## config.mk

```make
export PLATFORM = sky130hd
export DESIGN_NAME = pwm_audio_dac
export DESIGN_NICKNAME = d
export VERILOG_FILES = /design/src/rtl/pwm_audio_dac.sv
export SDC_FILE = /design/constraint.sdc
export NUM_CORES = 1
export LEC_CHECK = 0
export ABC_AREA = 1
export CAP_MARGIN = 20
export CORE_AREA = 4 4 82 84
export CTS_BUF_LIST = sky130_fd_sc_hd__clkbuf_8 sky130_fd_sc_hd__clkbuf_16
export DETAILED_ROUTE_END_ITERATION = 12
export DIE_AREA = 0 0 86 88
export HOLD_SLACK_MARGIN = 0.12
export PLACE_DENSITY_LB_ADDON = 0.08
export SKIP_LAST_GASP = 1
export SLEW_MARGIN = 10
export SYNTH_ARGS = -nofsm -noshare
export SYNTH_HDL_FRONTEND = slang
export SYNTH_SLANG_ARGS = --single-unit
```

## constraint.sdc

```tcl
create_clock -name clk -period 2.7 [get_ports clk]
set_clock_uncertainty 0.2 [all_clocks]
set_input_delay 0.54 -clock clk [delete_from_list [all_inputs] [get_ports clk]]
set_output_delay 0.54 -clock clk [all_outputs]
set_load 0.02 [all_outputs]
```

## src/rtl/pwm_audio_dac.sv

```systemverilog
// rtl/pwm_audio_dac.sv - PCM sample FIFO feeding a fixed-period PWM audio DAC
// One sample per 2**WIDTH-cycle frame; the sample FIFO pops only at frame boundaries.
module pwm_audio_dac #(
  parameter int WIDTH      = 10,
  parameter int FIFO_DEPTH = 4
) (
  input  logic                               clk,
  input  logic                               rst_n,
  input  logic                               en,
  input  logic [WIDTH-1:0]                   sample_data,
  input  logic                               sample_valid,
  output logic                               sample_ready,
  output logic                               pwm_out,
  output logic                               underrun,
  input  logic                               underrun_clr,
  output logic [$clog2(FIFO_DEPTH+1)-1:0]    fifo_count
);

  localparam int AW = $clog2(FIFO_DEPTH);
  localparam int CW = $clog2(FIFO_DEPTH+1);
  localparam logic [WIDTH-1:0] CNT_MAX = {WIDTH{1'b1}};
  localparam logic [CW-1:0]    DEPTH_C = CW'(FIFO_DEPTH);

  logic [WIDTH-1:0] cnt_q, cnt_d;
  logic [WIDTH-1:0] duty_q, duty_d;
  logic             pwm_q, pwm_d;
  logic             underrun_q, underrun_d;
  logic [AW-1:0]    wr_ptr_q, wr_ptr_d;
  logic [AW-1:0]    rd_ptr_q, rd_ptr_d;
  logic [CW-1:0]    count_q, count_d;
  logic [WIDTH-1:0] mem_q [FIFO_DEPTH];
  logic [WIDTH-1:0] mem_d [FIFO_DEPTH];

  logic boundary;
  logic fifo_empty;
  logic push;
  logic pop;

  always_comb begin
    boundary   = en && (cnt_q == CNT_MAX);
    fifo_empty = (count_q == '0);
    push       = sample_valid && sample_ready;
    // Pop decision uses the pre-push count, so a same-cycle push is never bypassed.
    pop        = boundary && !fifo_empty;
  end

  always_comb begin
    cnt_d = en ? cnt_q + WIDTH'(1) : '0;
    pwm_d = en && (cnt_q < duty_q);
  end

  always_comb begin
    duty_d     = duty_q;
    underrun_d = underrun_q;
    if (pop) begin
      duty_d = mem_q[rd_ptr_q];
    end
    if (boundary && fifo_empty) begin
      underrun_d = 1'b1;
    end else if (underrun_clr) begin
      underrun_d = 1'b0;
    end
  end

  always_comb begin
    mem_d    = mem_q;
    wr_ptr_d = wr_ptr_q;
    rd_ptr_d = rd_ptr_q;
    count_d  = count_q;
    if (push) begin
      mem_d[wr_ptr_q] = sample_data;
      wr_ptr_d        = wr_ptr_q + AW'(1);
    end
    if (pop) begin
      rd_ptr_d = rd_ptr_q + AW'(1);
    end
    case ({push, pop})
      2'b10:   count_d = count_q + CW'(1);
      2'b01:   count_d = count_q - CW'(1);
      default: count_d = count_q;
    endcase
  end

  always_ff @(posedge clk or negedge rst_n) begin
    if (!rst_n) begin
      cnt_q      <= '0;
      duty_q     <= '0;
      pwm_q      <= 1'b0;
      underrun_q <= 1'b0;
      wr_ptr_q   <= '0;
      rd_ptr_q   <= '0;
      count_q    <= '0;
      for (int i = 0; i < FIFO_DEPTH; i++) begin
        mem_q[i] <= '0;
      end
    end else begin
      cnt_q      <= cnt_d;
      duty_q     <= duty_d;
      pwm_q      <= pwm_d;
      underrun_q <= underrun_d;
      wr_ptr_q   <= wr_ptr_d;
      rd_ptr_q   <= rd_ptr_d;
      count_q    <= count_d;
      mem_q      <= mem_d;
    end
  end

  assign sample_ready = (count_q < DEPTH_C);
  assign pwm_out      = pwm_q;
  assign underrun     = underrun_q;
  assign fifo_count   = count_q;

endmodule

```

After elaboration in Yosys (flattened, before gate mapping)
Cells that the tools add are included.
Cells by class
  multiplexer cells: 10
  $lt $le $gt $ge: 5
  bitwise logic cells: 2
  add/subtract/negate cells: 5
  reduce and logical (&&, ||, !) cells: 10
  eq/ne operators: 3
Operators by type and width (count)
  bitwise mux 40 bit: 1
  two-way mux 10 bit: 4
  binary-select mux 10 bit (select 2 bit): 1
  demux 10 bit (select 2 bit): 1
  adder 10 x 1 -> 10 bit, second input constant: 1
  == test 10 bit, second input constant: 1
  less-than comparator 10 bit: 1
  >= comparator 3 bit, second input constant: 2
  logical AND 1 bit: 6
  NOT 2 -> 3 bit: 2
  one-hot mux 3 bit (2 select lines): 1
  adder 2 x 1 -> 2 bit, second input constant: 2
  nonzero test 2 bit: 2
  adder 3 x 1 -> 3 bit, second input constant: 1
  zero test 3 bit: 1
  less-than comparator 3 x 1 -> 1 bit, second input constant: 1
  less-than comparator 3 bit, second input constant: 1
  subtractor 3 x 1 -> 3 bit, second input constant: 1
  == test 2 x 1 -> 1 bit, second input constant: 1
  == test 2 bit, second input constant: 1
  two-way mux 1 bit: 2
  zero test 1 bit: 1
Storage, ports and cells
  flip-flop bits (word level): 69
  logic and storage cells: 46

Logic depth before layout (Yosys ltp)
  word-level depth: 6
  mapped depth: 14

Worst setup path after synthesis
Ideal clock, no wire load.
  kind: register -> register
  start: register cnt_q[0]
  end: register count_q[2], in the netlist fifo_count[2]
  slack: 229 ps
  library setup time: 131 ps
  stages on the path, launching flop included: 15
  arrival: 2140 ps
  cells stage by stage: dfrtp_1 > ha_1 > nand2_1 > nor2_4 > nand2_2 > nor2_4 > nand3_2 > buf_6 > inv_1 > ha_1 > inv_1 > fa_1 > a21oi_1 > o21ai_0 > xor2_1
Between the ends
  word-level cells in the longest chain between the ends: 5
  elaborated cells between the ends (all ways): 7
  classes of those cells: 3 x eq/ne; 1 x mux; 3 x reduce/logical
Ends and longest elaborated chain
  from (decl): line 24  | logic [WIDTH-1:0] cnt_q, cnt_d;
  from (signal assigned): line 97  | cnt_q <= cnt_d;
  == test 10 bit (*): line 40  | boundary = en && (cnt_q == CNT_MAX);
  logical AND 1 bit (*): line 40
  logical AND 1 bit (*): line 44  | pop = boundary && !fifo_empty;
  named net pop: line 37  | logic pop;
  == test 2 x 1 -> 1 bit / == test 2 bit (equally long branches): line 77  | case ({push, pop})
  one-hot mux 3 bit (2 select lines) / nonzero test 2 bit (equally long branches)
  to (signal assigned): line 103  | count_q <= count_d;
  to (decl): line 30  | logic [CW-1:0] count_q, count_d;
Mark *: on every way through the listed nets, which the timed path passes. The rest lies on a longest branch.
A chain may end at the register's enable or synchronous reset.

Worst setup path after layout
  start: register cnt_q[1]
  end: register count_q[2], in the netlist fifo_count[2]
Same word-level chain as after synthesis.

==> results by group <==
Run status
  – Outcome: finished, final reports clean

Routing
  – Initial drt markers: 122
  – ANT nets after route: 0
  – Total wire length: about 6900 um
  – WL/cell: roughly 13 um
  – Pre-antenna DRT Iters: 4
  – Via/cell ratio: between 5 and 6
  – Drt drc: 0
  – Routed via count: between 2000 and 3000

Critical path
  – WP data arrival: 2490 ps
  – Crit path cell chain: ha_1 > nand2_1 > nor2_4 > nand2_2 > nor2_4 > nand3_2 > inv_1 > ha_1 > inv_1 > fa_1 > a21oi_1 > o21ai_0 > xor2_1
  – Cell family with most CP delay: adder cells
  – Startpoint types: register
  – Critical Path End Type: register
  – Req. time, crit path: about 2700 ps
  – Worst path max stage delay: 400 ps
  – Crit-path max FO: 4
  – CP Buf/Inv Count: 2
  – Crit Path Category: register to register
  – Crit path max-delay cell type: dfrtp_1

Floorplanning
  – Die Y: 88 um
  – Ports: 21
  – Initial Utilization: around 58%
  – Die area: 7568 sq um
  – Die Wd: between 80 and 90 um
  – Core ar.: 5921 sq um
  – Rows: 28

Synthesis
  – Top FF cell, synth: dfrtp_1
  – Gate Count Post-Synth: 420
  – Synth unique cells: 25
  – Synth Net Count: ~450
  – Seq cells post-synth: 69
  – Average cell area after synthesis: between 8 and 9 sq um
  – Post-synth EDFFs: 0
  – Register area share after synthesis: 50.05%
  – Synth async-reset ratio: 100.0%
  – YS warnings: 0
  – Cell Area, Synth: 3450 sq um

Layout
  – Multi-input logic area: ~1400 sq um
  – Final net count: approximately 470
  – Diode count: 0
  – # fillers: around 500
  – Layout area overhead: 12.95%
  – Finished Cell Area: 3896 sq um
  – Register Area: 1728 sq um
  – Layout cells sized above 1: under 10%

Global route
  – Global-route wire length before repair: roughly 12000 um
  – Number of global-route vias before repair: 2577
  – Total GRT Usage: 20.34%
  – GR Overflow Total: 0
  – Initial antenna violation count: 0
  – Largest net degree at the start of global routing: 49

STA
  – Worst Tran Pin Value: between 700 and 800 ps
  – Setup_tns: 0 ps
  – Final Hold Fails: 0
  – Slew Viols, Final: 0
  – RSZ-0062 raised after global routing: no
  – Max Freq: 403.3 MHz
  – Slew headroom: approximately 53%
  – Clock period minus final worst setup slack: between 2000 and 2500 ps
  – Period utilization: roughly 92%
  – # setup viols final: 0

Clock tree
  – Maximum root-to-sink buffer count: 2
  – Clock transition at path regs: 70 ps
  – H-tree depth: 3
  – Clk Latency, worst-skew pair: between 300 and 400 ps
  – CTS tree: built
  – CTS Buf Count: 9
  – Sinks on Clock Net: 69
  – Root buf cell: clkbuf_8

Power
  – Leak Pwr: between 1.5 and 2 nW
  – Power Density: 471.8 nW/um^2
  – VDD IR max: between 0.3 and 0.4 mV

Place
  – DP Area: about 3700 sq um
  – GPL Wtd Cong: between 0.8 and 0.9
  – DPL Wire Length: 4638 um
  – PortBufs: 20

Flow run
  – Max-Cap Viols: 0

Hold path
  – Worst Hold Class: register to register
## synthesized netlist by cell type, drive strengths merged, types with 2 or more instances
library cell / n / area share [%]
o21ai: 57 / 8.3
xor2: 2 / 0.51
dfrtp: 69 / 50
inv: 54 / 5.9
buf: 11 / 2.0
ha: 15 / 5.4
nor3: 4 / 0.58
nand4: 2 / 0.36
nor2: 40 / 5.2
nand2: 117 / 13
a21oi: 8 / 1.2
nand3: 18 / 2.9
o211ai: 10 / 2.2
clkbuf: 7 / 0.91
## through the flow
| stage | std cells | worst slack (ps) | hold slack [ps] | utilization (%) | power, W |
|---|---|---|---|---|---|
| after floorplan | 420 | 229.0 | 44.41 | - | 0.001086 |
| after global placement | 506 | 96.26 | 255.8 | 62.83 | 0.001139 |
| after detailed placement | 506 | 53.01 | 259.0 | 62.83 | 0.001140 |
| after CTS | 521 | 176.1 | 275.3 | 65.79 | 0.001860 |
| after global routing | 521 | 15.51 | 283.8 | 65.81 | 0.001918 |
| final | 521 | 220.4 | 268.4 | 65.81 | 0.001838 |
## layer usage
layer | up-vias | GRT usage, % | share of wire [%]
li1 | 1368 | - | -
met1 | 1251 | 26.47 | 46
met2 | 62 | 32.59 | 47
met3 | 13 | 5.174 | 5.3
met4 | 0 | 8.345 | 1.7
met5 | - | 0 | 0
## final cells by class
type	count	area share [%]
Clock buffer	11	3.886
Clock inverter	3	0.3532
Inverter	54	5.202
Multi-Input combinational cell	279	36.48
Sequential cell	69	44.35
Tap cell	75	2.408
Timing Repair Buffer	30	7.322
## registers in the layout, indices dropped and copies added (netlist names)
name and cells:
wr_ptr_q 2, fifo_count 3, rd_ptr_q 2, mem_q 40, pwm_out 1, duty_q 10, underrun 1, cnt_q 10
## cells in the final DEF (no fill, tap or decap), drive strengths merged, types with 11 or more instances in the layout
cell	count
inv	55
clkdlybuf4s50	19
nor2	40
ha	15
clkbuf	11
o21ai	57
dfrtp	69
nand3	18
nand2	117
## path summary, 6_finish.rpt
path / from / endpoint / slack [ps] / cells past startpoint
hold / removal: duty_q[3] / duty_q[3] / 270 / 2
min in group asynchronous: rst_n / cnt_q[8] / 510 / 2
setup reg to reg: cnt_q[1] / fifo_count[2] / 220 / 13
hold reg to reg: duty_q[3] / duty_q[3] / 270 / 2
setup / recovery: cnt_q[1] / fifo_count[2] / 220 / 13
max in group asynchronous: rst_n / duty_q[7] / 1160 / 3
## where the power goes
group | switching [W] | internal [W]
clock network | 0.000351 | 0.000367
logic | 0.0000438 | 0.0000326
registers | 0.00000535 | 0.00104
total | 0.000400 | 0.00144
## worst min-delay path: cells and delay by family, from the launching register on
kind	cells	cell delay (ps)
flip-flops	1	340
AND/OR/NAND/NOR	2	90
## repair_timing
action | 4_1_cts | 5_1_grt
resized for setup | 0 | 1
hold buffers | 1 | 0
setup buffers | 0 | 0
setup endpoints to repair | 0 | 1
hold endpoints to repair | 21 | 0
## kinds of logic (layout without fill, tap and decap cells)
group | after synthesis | in the layout | share of synthesized area [%]
adder cells (fa/ha/maj) | 16 | 16 | 6.021
AND/OR/NAND/NOR | 181 | 181 | 21.94
flip-flops | 69 | 69 | 50.05
AO/OA/AOI/OAI | 79 | 79 | 12.48
buffers and inverters | 72 | 98 | 8.741
XOR/XNOR | 3 | 3 | 0.7618
No activity file was read; power rests on OpenSTA's default activity.
